[config.mk]
export PLATFORM = sky130hd
export DESIGN_NAME = vga_pixel_fetch
export DESIGN_NICKNAME = d
export VERILOG_FILES = /design/src/rtl/vga_pixel_fetch.sv
export SDC_FILE = /design/constraint.sdc
export NUM_CORES = 1
export LEC_CHECK = 0
export BUFFER_PORTS_ARGS = -buffer_cell sky130_fd_sc_hd__buf_2
export CORE_MARGIN = 2
export CORE_UTILIZATION = 61
export CTS_BUF_LIST = sky130_fd_sc_hd__clkbuf_16
export DETAILED_ROUTE_END_ITERATION = 7
export MAX_ROUTING_LAYER = met4
export PLACE_DENSITY = 0.89
export SKIP_LAST_GASP = 1
export SLEW_MARGIN = 0
export SYNTH_ARGS = -nofsm -noshare
export SYNTH_HDL_FRONTEND = slang
export SYNTH_SLANG_ARGS = --single-unit
[constraint.sdc]
create_clock -name clock -period 6.49 [get_ports clock]
set_clock_uncertainty 0.15 [all_clocks]
set_input_delay 1.298 -clock clock [delete_from_list [all_inputs] [get_ports clock]]
set_output_delay 1.298 -clock clock [all_outputs]
set_load 0.01 [all_outputs]
[src/rtl/vga_pixel_fetch.sv]
// Raster tracker with a two-pixel lookahead fetch from a 1-bpp frame memory and a two-colour palette.
// Optional build macro PATTERN_EN adds pattern_sel, which swaps memory fetch for eight colour bars.
module vga_pixel_fetch #(
  parameter int unsigned H_SYNC_PULSE   = 96,
  parameter int unsigned H_BACK_PORCH   = 48,
  parameter int unsigned H_ACTIVE_TIME  = 640,
  parameter int unsigned H_LINE_PERIOD  = 800,
  parameter int unsigned V_SYNC_PULSE   = 2,
  parameter int unsigned V_BACK_PORCH   = 33,
  parameter int unsigned V_ACTIVE_TIME  = 480,
  parameter int unsigned V_FRAME_PERIOD = 525,
  parameter logic [11:0] FG_COLOR       = 12'hFFF,
  parameter logic [11:0] BG_COLOR       = 12'h000
) (
  input  logic        clock,
  input  logic        reset,
  input  logic        pix_en,
  input  logic        sof,
`ifdef PATTERN_EN
  input  logic        pattern_sel,
`endif
  output logic        rd_en,
  output logic [18:0] rd_addr,
  input  logic        rd_data,
  output logic [11:0] component,
  output logic [7:0]  frame_cnt
);

  localparam int unsigned HW = $clog2(H_LINE_PERIOD + 1);
  localparam int unsigned VW = $clog2(V_FRAME_PERIOD + 1);
  localparam int unsigned AW = 19;

  localparam logic [HW-1:0] H_LAST  = HW'(H_LINE_PERIOD - 1);
  localparam logic [HW-1:0] H_START = HW'(H_SYNC_PULSE + H_BACK_PORCH);
  localparam logic [HW-1:0] H_END   = HW'(H_SYNC_PULSE + H_BACK_PORCH + H_ACTIVE_TIME);
  localparam logic [VW-1:0] V_LAST  = VW'(V_FRAME_PERIOD - 1);
  localparam logic [VW-1:0] V_START = VW'(V_SYNC_PULSE + V_BACK_PORCH);
  localparam logic [VW-1:0] V_END   = VW'(V_SYNC_PULSE + V_BACK_PORCH + V_ACTIVE_TIME);

  typedef enum logic [0:0] {IDLE = 1'b0, RUN = 1'b1} state_t;

  state_t        state, state_nxt;
  logic [HW-1:0] h, n1_h, n2_h;
  logic [VW-1:0] v, n1_v, n2_v;
  logic          bit_reg, rd_valid;
  logic          start_c, resync_c, step_c, at_end_c;
  logic          fetch_c, bit_now_c, pattern_c;
  logic [11:0]   pixel_c, bar_rgb_c;

  function automatic logic is_active(input logic [HW-1:0] hh, input logic [VW-1:0] vv);
    return (hh >= H_START) && (hh < H_END) && (vv >= V_START) && (vv < V_END);
  endfunction

  function automatic logic [AW-1:0] pix_addr(input logic [HW-1:0] hh, input logic [VW-1:0] vv);
    logic [AW-1:0] x;
    logic [AW-1:0] y;
    x = AW'(hh - H_START);
    y = AW'(vv - V_START);
    return x + y * AW'(H_ACTIVE_TIME);
  endfunction

  // Raster one and two pixels ahead, with line and frame wrap
  assign n1_h = (h == H_LAST) ? '0 : h + HW'(1);
  assign n1_v = (h != H_LAST) ? v : ((v == V_LAST) ? '0 : v + VW'(1));
  assign n2_h = (n1_h == H_LAST) ? '0 : n1_h + HW'(1);
  assign n2_v = (n1_h != H_LAST) ? n1_v : ((n1_v == V_LAST) ? '0 : n1_v + VW'(1));
  assign at_end_c = (h == H_LAST) && (v == V_LAST);

  always_ff @(posedge clock or negedge reset) begin
    if (!reset) state <= IDLE;
    else        state <= state_nxt;
  end

  always_comb begin
    state_nxt = state;
    case (state)
      IDLE:    if (pix_en && sof) state_nxt = RUN;
      RUN:     state_nxt = RUN;
      default: state_nxt = IDLE;
    endcase
  end

  // A sof landing on the natural end of frame is just the normal wrap
  always_comb begin
    start_c  = 1'b0;
    resync_c = 1'b0;
    step_c   = 1'b0;
    case (state)
      IDLE: start_c = pix_en && sof;
      RUN: begin
        resync_c = pix_en && sof && !at_end_c;
        step_c   = pix_en && !resync_c;
      end
      default: ;
    endcase
  end

`ifdef PATTERN_EN
  localparam logic [HW-1:0] BAR_W = HW'(H_ACTIVE_TIME / 8);
  logic [2:0] bar_idx_c;

  assign pattern_c = pattern_sel;
  assign bar_idx_c = 3'((n1_h - H_START) / BAR_W);

  always_comb begin
    bar_rgb_c = 12'h000;
    case (bar_idx_c)
      3'd0: bar_rgb_c = 12'h000;
      3'd1: bar_rgb_c = 12'hF00;
      3'd2: bar_rgb_c = 12'h0F0;
      3'd3: bar_rgb_c = 12'h00F;
      3'd4: bar_rgb_c = 12'hFF0;
      3'd5: bar_rgb_c = 12'h0FF;
      3'd6: bar_rgb_c = 12'hF0F;
      3'd7: bar_rgb_c = 12'hFFF;
      default: bar_rgb_c = 12'h000;
    endcase
  end
`else
  assign pattern_c = 1'b0;
  assign bar_rgb_c = 12'h000;
`endif

  assign fetch_c = step_c && !pattern_c && is_active(n2_h, n2_v);

  // With pix_en two clocks apart the read data lands on the same edge that consumes it
  assign bit_now_c = rd_valid ? rd_data : bit_reg;

  always_comb begin
    pixel_c = 12'h000;
    if (is_active(n1_h, n1_v))
      pixel_c = pattern_c ? bar_rgb_c : (bit_now_c ? FG_COLOR : BG_COLOR);
  end

  always_ff @(posedge clock or negedge reset) begin
    if (!reset) begin
      h         <= '0;
      v         <= '0;
      bit_reg   <= 1'b0;
      rd_valid  <= 1'b0;
      rd_en     <= 1'b0;
      rd_addr   <= '0;
      component <= 12'h000;
      frame_cnt <= 8'd0;
    end else begin
      rd_en    <= fetch_c;
      rd_valid <= rd_en && !resync_c;
      if (fetch_c) rd_addr <= pix_addr(n2_h, n2_v);

      if (start_c || resync_c) begin
        h         <= '0;
        v         <= '0;
        component <= 12'h000;
        bit_reg   <= 1'b0;
      end else if (step_c) begin
        h         <= n1_h;
        v         <= n1_v;
        component <= pixel_c;
        if (!fetch_c)     bit_reg <= 1'b0;
        else if (rd_valid) bit_reg <= rd_data;
        if (at_end_c) frame_cnt <= frame_cnt + 8'd1;
      end else if (rd_valid) begin
        bit_reg <= rd_data;
      end
    end
  end

endmodule

Word level (Yosys, flattened, before mapping)
Index checks and enable logic that the tools add are counted.

Add/sub/neg operators: 8. $mul: 1. Magnitude comparators: 8. Equality and inequality tests: 6. Muxes and demuxes: 23. Bitwise logic cells: 2. Reductions and logical operators: 18.

Operator list (count): two-way mux 10 bit (10); two-way mux 12 bit (4); adder 10 x 1 -> 10 bit, second input constant (4); == test 10 bit, second input constant (4); < comparator 10 bit, second input constant (4); greater-or-equal comparator 10 x 6 -> 1 bit, second input constant (2); greater-or-equal comparator 10 x 8 -> 1 bit, second input constant (2); != test 10 bit, second input constant (2); adder 19 bit (1); multiplier 19 x 3 -> 12 bit, second input constant (1); logical AND 1 bit (12); subtractor 10 x 6 -> 11 bit, second input constant (1); subtractor 10 x 8 -> 11 bit, second input constant (1); adder 8 x 1 -> 8 bit, second input constant (1); two-way mux 1 bit (8); zero test 1 bit (3); AND reduction 3 bit (1); inverter 1 bit (2); one-hot mux 1 bit (2 select lines) (1); nonzero test 2 bit (1); logical OR 1 bit (1).

Bits in registers: 63. Output and inout port bits: 40. Word-level logic and storage cells: 75.

Longest topological paths before layout
Gate-level depths: netlist (run 1).

Depth after elaboration: 13. Depth in mapped cells: 33.

Worst setup path after synthesis (run 1)
OpenSTA, ideal clock, no wires.

Path kind: register to register. Start: register h[0]. End: register rd_addr[18]. Library setup time: 125 ps. Data arrival time: 5686 ps. Required time: 6215 ps. Path slack: 530 ps. Stages on the path, launching flop included: 30. Period minus slack after synthesis: 5960 ps. Cell sequence: dfrtp_1 -> ha_1 -> buf_6 -> and4_1 -> buf_6 -> buf_12 -> nand3_4 -> nor2_1 -> a21boi_0 -> inv_1 -> ha_1 -> clkbuf_1 -> o311ai_0 -> a21oi_1 -> xor2_1 -> nand2_1 -> ha_1 -> ha_1 -> inv_1 -> fa_1 -> inv_1 -> ha_1 -> a21oi_1 -> nand2b_1 -> a21boi_0 -> o31a_1 -> o41ai_1 -> xnor2_1 -> xnor2_1 -> mux2_2.

Cells in the longest elaborated chain, start to end: 9.

Ends and longest elaborated chain: from (decl) (RTL line 43) `logic [HW-1:0] h, n1_h, n2_h;`; from (signal assigned) (RTL line 156) `h <= n1_h;`; parallel branches: the longest is 9 deep, another holds multiplier 19 x 3 -> 12 bit; to (signal assigned) (RTL line 148) `if (fetch_c) rd_addr <= pix_addr(n2_h, n2_v);`; to (decl) (RTL line 23) `output logic [18:0] rd_addr,`.

Parallel ways; which one is timed is not known. A chain may end at the register's enable or synchronous reset.

Final worst setup path (run 1)
Ends and elaborated chain as after synthesis.

==> results_dict.tcl, run 1 <==
set metrics [dict create \
    irDropWorstVdd_mv 0.110 \
    wl_per_cell_um 18.2 \
    fp-row-count 33 \
    nNetsFinal 656 \
    ys_seq_area_share_pct 25.2 \
    layout_common_cells "52 x nand2_1, 48 x xnor2_1, 48 x dfrtp_1" \
    required_ns 6.52 \
    insertion_delay_ns 0.29 \
    syn-num-nets 628 \
    cts_tree "yes" \
    status "finished, final reports clean" \
    synth-edff-count 0 \
    synth_area_um2 5160 \
    async_flop_share_pct 100 \
    drt-initial-drc-count 470 \
    slowest_delay_ns 0.48 \
    clk_pin_slew_ns 0.08 \
    clockPowerShare_pct 40.4 \
    synth_seq_cells 52 \
    min_to "frame_cnt[7]$_DFFE_PN0P_" \
    grt_pass1_vias 4610 \
    p_int_uw 497 \
    syn_area_per_cell_um2 8.85 \
    ant_nets 0 \
    finalCritPeriodShare_pct 95.4 \
    p_leak_uw 0.00248 \
    cp_num_buf_inv 4 \
    ctsHoldBuffers 0 \
    combPwrFrac_pct 9.6 \
    yosysTopAreaCell "dfrtp_1" \
    ff2ff_setup_slack_ns 0.30 \
    power_density_nw_per_um2 122 \
    r2r.worst_path.cells 26 \
    holdWs_ns 0.320 \
    core_area_um2 8220 \
    crit_family "adder cells" \
    grtUsageTotal_pct 30.1 \
    fin_util_pct 68.3 \
    top_usage_layer "met2" \
    hold_depth 1 \
    io_pins 45 \
    drt-total-wl_mm 13.1 \
    grt_util_met3_pct 4.39 \
    via_count 4644 \
    die_y_um 96.0 \
    drc_errors 0 \
    hpwlAfterDp_mm 9.49 \
    grt_pass1_wl_mm 21.5 \
    endpoint_kind "register" \
    gp_congestion 0.962 \
    yosys_warnings 0 \
    hold_path.class "register to register" \
    dp_slack_ns -0.00588 \
    die_area_um2 9210 \
    setup_viol 0 \
    h-tree-depth 2 \
    p_seq_share_pct 50.0 \
    initial_utilization_pct 62.8 \
    reg2reg_from "h[0]$_DFFE_PN0P_" \
    gr-usage-met1_pct 37.4 \
    cts_sinks 52 \
    cap_violations 0 \
    n_antenna_cell 0 \
    syn_to_final_growth_pct 8.65 \
    drive_gt1_share_pct 21.1 \
    largest-register "rd_addr" \
    slew_headroom_pct 35.9 \
    tightest_slew_ns 0.961 \
    postLayoutSetupSlackWorst_ns 0.298 \
    largest_reg_flops 19 \
    clockBufferDepth 2 \
    io_buffer_count 44 \
    synth_flop_cell "dfrtp_1" \
    slew_violations 0 \
    crit_type "register to register" \
    power_switching_share_pct 27.5 \
    clk_root_buffer_cell "clkbuf_16" \
    antenna_found_initial 0 \
    cts_made_buffers 5 \
    critPathMaxFanout 13 \
    synth_top_area_share_pct 25.2 \
    finalCriticalPeriod_ns 6.19 \
    drtPass1Iterations 5 \
    worstPathArrival_ns 6.22 \
    mostFrequentLayoutCell "nand2_1" \
    post_synth_num_cell_types 82 \
    worst_r2r_endpoint "rd_addr[18]$_DFFE_PN0P_" \
    worstHoldStart "frame_cnt[7]$_DFFE_PN0P_" \
    grt_use_met2_pct 50.5 \
    avgViaCountPerCell 6.48 \
    grt_max_degree 53 \
    fillCellCount 628 \
    yosys-top-cells-area "dfrtp_1 25%, ha_1 9.2%, xnor2_1 8.1%" \
    synth_cells 583 \
    hold_viol 0 \
    slowest_stage "fa_1" \
    setup.worst_path.start_class "register" \
    top_regs "rd_addr (19), h (10), v (10)" \
    overflow 0 \
    die_w_um 96.0 \
    fmax_mhz 161 \
    p_sw_uw 188 \
]
-- worst register-to-register path: cells and delay by family, from the launching register on --
kind,cells,cell delay [ns]
xor gates and xnor gates,3,0.49
AOI/OAI and AO/OA,7,1.58
DFF,1,0.47
buffers and inverters,4,0.49
muxes,2,0.41
and+or+nand+nor,4,0.91
adders and majority gates,6,1.61
-- synth_stat cells, types with 3 or more instances --
library cell / n
a211o_1: 3
a21boi_0: 4
a21o_1: 7
a21oi_1: 28
a22o_1: 5
a31oi_1: 11
a41oi_1: 3
and2_1: 3
and3_1: 9
and4_1: 8
buf_2: 11
buf_4: 13
buf_6: 4
clkbuf_1: 13
dfrtp_1: 52
ha_1: 38
inv_1: 32
mux2_2: 4
mux2_4: 9
mux2i_1: 5
nand2_1: 53
nand3_1: 16
nand3b_1: 6
nand4_1: 8
nor2_1: 30
nor2b_1: 4
nor3_1: 13
nor3_2: 4
o211ai_1: 4
o21a_1: 4
o21ai_0: 37
o21bai_1: 3
o22ai_1: 4
o31ai_1: 5
o32ai_1: 4
o41ai_1: 8
or3_1: 3
xnor2_1: 48
xor2_1: 14
-- kinds of logic (layout without fill, tap and decap cells) --
kind of cell	Yosys count	after routing	share of synthesized area, %
AO/OA/AOI/OAI	157	157	22.5
flip-flops	52	52	25.2
buffers and inverters	75	104	7.56
multiplexers	18	18	4.46
XOR/XNOR	62	62	10.5
AND/OR/NAND/NOR	179	179	19.7
adder cells (fa/ha/maj)	40	40	9.99
-- layer usage --
| layer | vias to the layer above | part of all wire, % | wire, µm |
|---|---|---|---|
| li1 | 2178 | - | - |
| met1 | 2238 | 41 | 5400 |
| met2 | 202 | 50 | 6560 |
| met3 | 26 | 6.7 | 878 |
| met4 | 0 | 1.8 | 233 |
| met5 | - | 0 | 0 |
-- area by class of cell --
cell class	instances	area (µm²)	share of cell area, %
Inverter	32	120	2.14
Timing Repair Buffer	64	370	6.60
Sequential cell	52	1310	23.3
Tap cell	105	131	2.34
Multi-Input combinational cell	456	3530	62.9
Clock inverter	3	26.3	0.469
Clock buffer	5	125	2.23
-- power by group through the flow --
stage / logic [µW] / clock network [µW] / registers [µW]
final: 66.0 / 277 / 343
after floorplan: 49.2 / 0 / 341
after CTS: 63.8 / 280 / 339
after global routing: 74.7 / 292 / 343
after global placement: 61.3 / 0 / 344
after detailed placement: 62.8 / 0 / 345
-- metrics by stage --
| stage | power [µW] | std cells | TNS [ns] | instance area, µm² |
|---|---|---|---|---|
| 2_1_floorplan | 390 | 583 | 0 | 5160 |
| 3_3_place_gp | 405 | 703 | 0 | 5350 |
| 3_5_place_dp | 408 | 703 | -0.00588 | 5350 |
| 4_1_cts | 682 | 711 | 0 | 5510 |
| 5_1_grt | 710 | 717 | -0.0344 | 5610 |
| 6_report | 686 | 717 | 0 | 5610 |
-- how the worst max path moves through the flow --
| stage | start | endpoint | slack [ns] | cells after the start |
|---|---|---|---|---|
| after CTS | h[0]$_DFFE_PN0P_ | rd_addr[18]$_DFFE_PN0P_ | 0.1 | 26 |
| after floorplan | h[0]$_DFFE_PN0P_ | rd_addr[18]$_DFFE_PN0P_ | 0.53 | 29 |
| final | h[0]$_DFFE_PN0P_ | rd_addr[18]$_DFFE_PN0P_ | 0.30 | 26 |
| after detailed placement | h[0]$_DFFE_PN0P_ | rd_addr[18]$_DFFE_PN0P_ | -0.006 | 28 |
| after global placement | h[0]$_DFFE_PN0P_ | rd_addr[18]$_DFFE_PN0P_ | 0.19 | 26 |
| after global routing | h[0]$_DFFE_PN0P_ | rd_addr[18]$_DFFE_PN0P_ | -0.02 | 26 |
-- what timing repair did --
item | in CTS | in global routing
gates resized for setup | 3 | 16
pin swaps | 0 | 4
buffers inserted | 0 | 6
endpoints found under the setup margin | 2 | 3
(Power assumes the default switching activity.)
==> run 2: changes to the inputs <==
--- a/config.mk
+++ b/config.mk
@@ -7,11 +7,11 @@
 export LEC_CHECK = 0
 export BUFFER_PORTS_ARGS = -buffer_cell sky130_fd_sc_hd__buf_2
 export CORE_MARGIN = 2
-export CORE_UTILIZATION = 61
+export CORE_UTILIZATION = 46
 export CTS_BUF_LIST = sky130_fd_sc_hd__clkbuf_16
 export DETAILED_ROUTE_END_ITERATION = 7
 export MAX_ROUTING_LAYER = met4
-export PLACE_DENSITY = 0.89
+export PLACE_DENSITY = 0.72
 export SKIP_LAST_GASP = 1
 export SLEW_MARGIN = 0
 export SYNTH_ARGS = -nofsm -noshare
==> run 2 against run 1 <==
  * Via count shrank 2.8%
  * Clock power grew 4%
  * Register-to-register slack gained 0.05 ns
  * Global-route usage shrank 6.4 points
  * Setup slack gained 0.050 ns
  * Critical path type unchanged
  * Sequential share of layout area shrank 0.38 points
  * Final area grew 1.6%
  * Fmax grew 0.82%
  * Total power grew 1.5%
  * Non-clock buffer count grew 7
  * Final cell count grew 5.9%
  * Critical endpoint unchanged
  * Worst hold slack gained 0.0083 ns
==> results_dict.tcl, run 2 (synthesis gave the netlist of run 1 again) <==
set metrics [dict create \
    endpoint_kind "register" \
    largest-register "rd_addr" \
    finalPower_uw 696 \
    cap_violations 0 \
    cts_sinks 52 \
    drive_gt1_share_pct 21.8 \
    clk_root_buffer_cell "clkbuf_16" \
    via_count 4512 \
    drt-total-wl_mm 13.0 \
    wl_per_cell_um 17.2 \
    die_area_um2 12100 \
    cts_made_buffers 5 \
    status "finished, final reports clean" \
    fmax_mhz 163 \
    finalCriticalPeriod_ns 6.14 \
    setup_tns_ns 0 \
    syn_to_final_growth_pct 10.4 \
    drt-initial-drc-count 288 \
    clk_pin_slew_ns 0.08 \
    grtUsageTotal_pct 23.7 \
    slew_headroom_pct 31.2 \
    overflow 0 \
    hpwlAfterDp_mm 9.77 \
    top_regs "rd_addr (19), h (10), v (10)" \
    p_leak_uw 0.00259 \
    cts_tree "yes" \
    initial_utilization_pct 47.4 \
    drtPass1Iterations 5 \
    setup.worst_path.start_class "register" \
    fp-row-count 38 \
    setup_viol 0 \
    ctsHoldBuffers 0 \
    grt_max_degree 53 \
    core_area_um2 10900 \
    largest_reg_flops 19 \
    gp_congestion 0.921 \
    insertion_delay_ns 0.30 \
    avgViaCountPerCell 5.94 \
    crit_type "register to register" \
    power_density_nw_per_um2 122 \
    antenna_found_initial 0 \
    slowest_delay_ns 0.52 \
    finalCritPeriodShare_pct 94.6 \
    worstPathArrival_ns 6.17 \
    die_y_um 110 \
    h-tree-depth 2 \
    rsz0062_at_grt "yes" \
    critPathMaxFanout 9 \
    path_common_cell "ha_1" \
    slew_violations 0 \
    fin_util_pct 52.3 \
    io_pins 45 \
    io_buffer_count 44 \
    irDropWorstVdd_mv 0.108 \
    crit_family "compound AO/OA/AOI/OAI gates" \
    n_antenna_cell 0 \
    grt_pass1_vias 4449 \
    mostFrequentLayoutCell "nand2_1" \
    cp_num_buf_inv 3 \
    layout_common_cells "53 x nand2_1, 49 x dfrtp_1, 48 x xnor2_1" \
    nNetsFinal 663 \
    tightest_slew_ns 1.03 \
    required_ns 6.52 \
    ant_nets 0 \
    clockBufferDepth 2 \
    slowest_stage "fa_1" \
    die_w_um 110 \
    grt_pass1_wl_mm 21.9 \
    hold_path.class "register to register" \
    drc_errors 0 \
    hold_viol 0 \
]
==> run 2: cell types whose count changed in the layout (fill, tap and decap cells not counted), sizes merged <==
cell / before / now
buf: 64 / 71
clkinv: 1 / 0
inv: 34 / 35
==> run 2: path summary, 6_finish.rpt <==
check | startpoint | end | slack [ns] | cells after the start
worst max-delay path | h[0]$_DFFE_PN0P_ | rd_addr[18]$_DFFE_PN0P_ | 0.35 | 25
worst min-delay path | frame_cnt[7]$_DFFE_PN0P_ | frame_cnt[7]$_DFFE_PN0P_ | 0.33 | 1
worst max register to register | h[0]$_DFFE_PN0P_ | rd_addr[18]$_DFFE_PN0P_ | 0.35 | 25
worst min register to register | frame_cnt[7]$_DFFE_PN0P_ | frame_cnt[7]$_DFFE_PN0P_ | 0.33 | 1
max in group asynchronous | reset | v[1]$_DFFE_PN0P_ | 4.73 | 2
min in group asynchronous | reset | frame_cnt[6]$_DFFE_PN0P_ | 0.96 | 2
==> run 2: what timing repair did <==
| item | in CTS | in global routing |
|---|---|---|
| buffers inserted | 0 | 1 |
| gates resized for setup | 0 | 15 |
| setup endpoints to repair | 0 | 4 |
==> run 2: final cells by class <==
type / count / area [µm²]
Fill cell: 991 / 5190
Multi-Input combinational cell: 456 / 3520
Sequential cell: 52 / 1310
Timing Repair Buffer: 71 / 423
Tap cell: 140 / 175
Clock buffer: 5 / 125
Inverter: 32 / 120
Clock inverter: 3 / 28.8
==> run 2: where the power goes <==
group / internal (µW) / switching (µW)
combinational: 22.0 / 49.1
sequential: 329 / 7.47
clock: 149 / 139
total: 500 / 196
==> run 2: stage by stage <==
stage / instance area (µm²) / cells / worst slack [ns] / hold WS (ns)
finish: 5700 / 759 / 0.348 / 0.328
global route: 5700 / 759 / -0.125 / 0.338
detailed placement: 5490 / 750 / 0.0952 / 0.318
floorplan: 5160 / 583 / 0.530 / 0.358
CTS: 5640 / 758 / 0.0616 / 0.329
global placement: 5490 / 750 / 0.383 / 0.308
==> run 2: layer usage <==
layer  vias to the layer above  part of all wire [%]  global-route usage, %  wire [µm]
met1                      2163                    46                   31.2       5940
met3                         8                   5.2                   2.31        673
li1                       2191                     -                      -          -
met4                         0                  0.72                   5.42         94
met2                       150                    49                   39.3       6340
met5                         -                     0                      -          0
